$ cat config.mk
export PLATFORM = sky130hd
export DESIGN_NAME = stopwatch_counter
export DESIGN_NICKNAME = d
export VERILOG_FILES = /design/src/rtl/stopwatch_pkg.sv /design/src/rtl/bcd_digit.sv /design/src/rtl/stopwatch_counter.sv
export SDC_FILE = /design/constraint.sdc
export NUM_CORES = 1
export LEC_CHECK = 0
export BUFFER_PORTS_ARGS = -buffer_cell sky130_fd_sc_hd__clkbuf_2
export CAP_MARGIN = 20
export CORE_AREA = 2 2 86 88
export DETAILED_ROUTE_END_ITERATION = 7
export DIE_AREA = 0 0 88 90
export GPL_ROUTABILITY_DRIVEN = 0
export PLACE_DENSITY = 0.57
export SLEW_MARGIN = 5
export SYNTH_ARGS = -nofsm -noshare
export SYNTH_HDL_FRONTEND = slang
export SYNTH_SLANG_ARGS = --single-unit
$ cat constraint.sdc
create_clock -name clk -period 2.4 [get_ports clk]
set_input_delay 0.48 -clock clk [delete_from_list [all_inputs] [get_ports clk]]
set_output_delay 0.48 -clock clk [all_outputs]
set_load 0.05 [all_outputs]
$ cat src/rtl/stopwatch_pkg.sv
`default_nettype none
// ============================================================================
// Module      : stopwatch_pkg
// Description : Shared digit widths, limits and the BCD time record type.
// Revision    : 1.0 - initial release
// ============================================================================
package stopwatch_pkg;

   localparam int DIGIT_W   = 4;
   localparam int MS_DIGITS = 3;
   localparam int MS_MAX    = 999;
   localparam int SEC_MAX   = 59;

   typedef struct packed {
      logic [7:0]  min;
      logic [7:0]  sec;
      logic [11:0] ms;
   } time_t;

endpackage
`default_nettype wire

$ cat src/rtl/bcd_digit.sv
`default_nettype none
// ============================================================================
// Module      : bcd_digit
// Description : One modulo-MOD BCD digit with increment-in / carry-out.
// Revision    : 1.0 - initial release
// ============================================================================
module bcd_digit
   import stopwatch_pkg::*;
#(
   parameter int MOD = 10
) (
   input  logic               clk,
   input  logic               rst,
   input  logic               clr,
   input  logic               inc,
   output logic [DIGIT_W-1:0] q,
   output logic               carry
);

   localparam logic [DIGIT_W-1:0] c_last = DIGIT_W'(MOD - 1);

   logic [DIGIT_W-1:0] r_q;
   logic               w_at_last;
   logic               w_illegal;

   assign w_at_last = (r_q == c_last);
   // Out-of-range codes self-heal to zero on the next edge
   assign w_illegal = (r_q > c_last);

   always_ff @(posedge clk) begin
      if (rst) begin
         r_q <= '0;
      end else if (clr || w_illegal) begin
         r_q <= '0;
      end else if (inc) begin
         r_q <= w_at_last ? '0 : r_q + 1'b1;
      end
   end

   assign q     = r_q;
   assign carry = inc & w_at_last;

endmodule
`default_nettype wire

$ cat src/rtl/stopwatch_counter.sv
`default_nettype none
// ============================================================================
// Module      : stopwatch_counter
// Description : BCD mm:ss.mmm timekeeping datapath with lap freeze and clear.
// Revision    : 1.0 - initial release
// ============================================================================
module stopwatch_counter
   import stopwatch_pkg::*;
#(
   parameter int   MIN_MAX       = 59,
   parameter logic LAP_RST_LEVEL = 1'b1
) (
   input  logic        clk,
   input  logic        rst,
   input  logic        time_en,
   input  logic        clr,
   input  logic        lap,
   output logic [11:0] ms_bcd,
   output logic [7:0]  sec_bcd,
   output logic [7:0]  min_bcd,
   output logic        wrap,
   output logic        lap_active
);

   localparam logic [7:0] c_min_max_bcd = {4'(MIN_MAX / 10), 4'(MIN_MAX % 10)};
   localparam int         c_sec_hi_mod  = SEC_MAX / 10 + 1;

   logic [MS_DIGITS:0] w_ms_carry;
   logic [3:0]         w_sec_lo;
   logic [3:0]         w_sec_hi;
   logic [3:0]         w_min_lo;
   logic [3:0]         w_min_hi;
   logic               w_sec_lo_carry;
   logic               w_sec_carry;
   logic               w_min_lo_carry;
   logic               w_unused_min_carry;
   logic               w_min_at_max;
   logic               w_min_illegal;
   logic               w_min_wrap;
   logic               w_min_clr;
   logic               w_lap_edge;
   time_t              w_live;
   time_t              w_disp;

   time_t              r_frozen;
   logic               r_lap_d;
   logic               r_lap_active;
   logic               r_wrap;

   assign w_ms_carry[0] = time_en;

   generate
      for (genvar gi = 0; gi < MS_DIGITS; gi++) begin : g_ms
         bcd_digit #(.MOD(10)) u_digit (
            .clk   (clk),
            .rst   (rst),
            .clr   (clr),
            .inc   (w_ms_carry[gi]),
            .q     (w_live.ms[gi*DIGIT_W +: DIGIT_W]),
            .carry (w_ms_carry[gi+1])
         );
      end
   endgenerate

   bcd_digit #(.MOD(10)) u_sec_lo (
      .clk(clk), .rst(rst), .clr(clr), .inc(w_ms_carry[MS_DIGITS]),
      .q(w_sec_lo), .carry(w_sec_lo_carry)
   );

   bcd_digit #(.MOD(c_sec_hi_mod)) u_sec_hi (
      .clk(clk), .rst(rst), .clr(clr), .inc(w_sec_lo_carry),
      .q(w_sec_hi), .carry(w_sec_carry)
   );

   // Minutes roll over at MIN_MAX rather than at 99, so the pair is cleared
   // from here on the terminal count (or if it ever lands above the limit).
   assign w_min_at_max  = ({w_min_hi, w_min_lo} == c_min_max_bcd);
   assign w_min_illegal = ({w_min_hi, w_min_lo} > c_min_max_bcd);
   assign w_min_wrap    = w_sec_carry & w_min_at_max;
   assign w_min_clr     = clr | w_min_wrap | w_min_illegal;

   bcd_digit #(.MOD(10)) u_min_lo (
      .clk(clk), .rst(rst), .clr(w_min_clr), .inc(w_sec_carry),
      .q(w_min_lo), .carry(w_min_lo_carry)
   );

   bcd_digit #(.MOD(10)) u_min_hi (
      .clk(clk), .rst(rst), .clr(w_min_clr), .inc(w_min_lo_carry),
      .q(w_min_hi), .carry(w_unused_min_carry)
   );

   assign w_live.sec = {w_sec_hi, w_sec_lo};
   assign w_live.min = {w_min_hi, w_min_lo};

   assign w_lap_edge = lap & ~r_lap_d;

   always_ff @(posedge clk) begin
      if (rst) begin
         r_lap_d      <= LAP_RST_LEVEL;
         r_lap_active <= 1'b0;
         r_frozen     <= '0;
         r_wrap       <= 1'b0;
      end else begin
         r_lap_d <= lap;
         if (clr) begin
            r_lap_active <= 1'b0;
            r_frozen     <= '0;
            r_wrap       <= 1'b0;
         end else begin
            r_wrap <= w_min_wrap;
            if (w_lap_edge) begin
               if (!r_lap_active) begin
                  r_frozen <= w_live;
               end
               r_lap_active <= ~r_lap_active;
            end
         end
      end
   end

   assign w_disp     = r_lap_active ? r_frozen : w_live;
   assign ms_bcd     = w_disp.ms;
   assign sec_bcd    = w_disp.sec;
   assign min_bcd    = w_disp.min;
   assign wrap       = r_wrap;
   assign lap_active = r_lap_active;

endmodule
`default_nettype wire
==> results.cfg <==
[status]
outcome = completed

[drt]
vias_per_cell = 4.945
vias = 2230
wl_um = 5893
drt_iter0_markers = 100
drcViolationCount = 0
first_pass_iters = 4
wl_per_cell_um = 13.07
antenna_left = 0

[floorplanning]
start_util_pct = 38.71
design.die.area_um2 = 7920
die_x_um = 88
design.core.area_um2 = 7020
io_pins = 35
fp.dieH_um = 90
rows = 31

[yosys]
yosysWarningCount = 0
synth_enable_flop_cells = 0
syn_area_um2 = 2718
synthFlopType = dfxtp_1
synth-seq-area-share_pct = 43.46
synthArstFlopShare_pct = 0
synth_seq_cells = 59
synth_cell_type_count = 43
synth_cells = 310
syn_area_per_cell_um2 = 8.766

[cells_and_area]
final_nets = 352
mostFrequentLayoutCells = 65 x nand2_1, 59 x dfxtp_1, 34 x clkbuf_2, 31 x a21oi_1, 26 x mux2_2
drive_above_1_share_pct = 27.56
num_antenna_cells = 0
final_common_cell = nand2_1
design_area_um2 = 3203
area_delta_synth_final_pct = 17.86
fillers = 713

[critical_path]
worst_ep_arrival_time_ns = 1.55
worstSetupPathType = reg2out
crit_fanout = 20
worst_setup_path_start_kind = register
cpPeakStageDelay_ns = 0.38
slowest_stage = mux2_2
crit_required_ns = 1.92
critPathLaunch = lap_active
r2r_setup_slack_ns = 0.44
crit_end = sec_bcd[7]
cp_cell_sequence = buf_4, mux2_2, clkbuf_2
end_kind = output port
r2r_start = g_ms[0].u_digit.q[1]
reg2reg_depth = 5
r2r-end = u_sec_hi.q[2]

[clock_network]
clock_sinks = 59
cts_resized = 0
htreeDepth = 3
clkTransAtPathRegs_ns = 0.06
cts.hold.buffers_added = 0
clockBufferDepth = 2
clk_latency_ns = 0.34
root_buffer = clkbuf_8
numCtsBuffers = 9
cts_setup_buffers = 0
cts_tree = built

[placement]
port_buffers = 34
place_ws_ns = 0.4331
dp_hpwl_um = 3869
place_area_um2 = 3015

[power_and_ir_drop]
leakage_nw = 1.175
power_density_nw_per_um2 = 582.1
total_power_w = 0.001865
vdd_drop_max_mv = 0.2551

[timing]
rsz0062_at_grt = no
clock_skew_ns = 0.008262
tns_ns = 0
post-route-period-util_pct = 84.40
hold_viol = 0
layout_setup_ws_ns = 0.3745
post-route-min-period_ns = 2.025
max_freq_mhz = 493.7
max_slew_margin_pct = 56.34
setup_violations = 0
whs_ns = 0.3462
slew_violations = 0
tightestPinTransition_ns = 0.6510

[run]
max_cap_viol_count = 0

[grt]
grtUsageTotal_pct = 15.98
antenna_found_initial = 0
grt.met2_usage_pct = 24.75
busiest_layer = met2
grt_max_degree = 46
gr-usage-met3_pct = 4.683
grt-ovfl-total = 0
grt_pass1_vias = 2104
grt_pass1_wl_um = 9784
grt_use_met1_pct = 20.44

[worst_hold_path]
hp-class = in2reg
hold_start = lap
==> cell families (layout without fill, tap and decap cells) <==
group | Yosys count | in the layout | synth area share (%)
simple gates | 133 | 133 | 26.11
mux | 28 | 28 | 11.51
buf+inv | 24 | 65 | 3.453
compound gates | 49 | 49 | 10.18
other cells | 1 | 2 | 0.1380
xor+xnor | 16 | 16 | 5.157
flops | 59 | 59 | 43.46
==> power breakdown <==
group	total, W	internal (W)	switching, W	leakage (nW)
Combinational	0.0000749	0.0000201	0.0000548	0.608
Clock	0.000801	0.000429	0.000372	0.0905
Sequential	0.000989	0.000984	0.00000494	0.476
==> worst min-delay path by stage <==
stage | end | cells past startpoint
detailed placement | r_frozen[4] | 2
global placement | r_frozen[17] | 2
floorplan | r_frozen[0] | 2
global route | r_lap_d | 2
finish | r_lap_d | 2
CTS | r_lap_d | 2
==> through the flow <==
stage | util, % | cells
3_3_place_gp | 42.95 | 434
5_1_grt | 45.62 | 451
3_5_place_dp | 42.95 | 434
6_report | 45.62 | 451
4_1_cts | 45.41 | 450
2_1_floorplan | - | 311
==> cell usage after synthesis (2+ instances only) <==
cell | n | area [um2]
buf_2 | 3 | 15.01
xor2_1 | 9 | 78.83
nor2_1 | 8 | 30.03
clkbuf_1 | 18 | 67.56
o21ai_0 | 9 | 45.04
and3_1 | 3 | 18.77
dfxtp_1 | 59 | 1181
nand3_1 | 8 | 40.04
inv_1 | 3 | 11.26
a2111oi_0 | 2 | 17.52
mux2i_1 | 2 | 20.02
xnor2_1 | 7 | 61.31
nor3_2 | 2 | 20.02
a21oi_1 | 31 | 155.2
and3b_1 | 3 | 26.28
mux2_2 | 26 | 292.8
nand2b_1 | 3 | 18.77
and2_1 | 3 | 18.77
nor4_2 | 2 | 25.02
o211ai_1 | 2 | 15.01
nand3b_1 | 2 | 15.01
nand4b_1 | 2 | 17.52
nor3b_1 | 3 | 22.52
nor3_1 | 10 | 50.05
nand4_1 | 6 | 37.54
nor4_1 | 2 | 12.51
nand2_1 | 65 | 244.0
or2_2 | 2 | 12.51
==> layout make-up <==
type | instances | area (um2) | share of cell area (%)
repair buffers | 46 | 267.8 | 8.359
well taps | 99 | 123.9 | 3.867
inverters | 3 | 11.26 | 0.3516
clock inverters | 2 | 10.01 | 0.3125
flip-flops and latches | 59 | 1181 | 36.87
multi-input cells | 228 | 1446 | 45.16
clock buffers | 14 | 162.7 | 5.078
==> flip-flops by register name (all words and copies together), names as in the netlist <==
signal          flops
g_ms.u_digit.q     12
lap_active          1
r_frozen           28
r_lap_d             1
u_min_hi.q          4
u_min_lo.q          4
u_sec_hi.q          4
u_sec_lo.q          4
wrap                1
==> critical path, delay by kind of cell, from the launching register on <==
| kind | cells | cell delay, ns |
|---|---|---|
| buffers and inverters | 2 | 0.50 |
| multiplexers | 1 | 0.38 |
| flip-flops | 1 | 0.32 |
==> routing by layer <==
metal / vias to the layer above / part of all wire [%]
met5: - / 0
met4: 0 / 2.0
met3: 10 / 3.6
met2: 36 / 46
met1: 1039 / 49
li1: 1145 / -
Note: power is estimated with default switching activity, not from simulation.
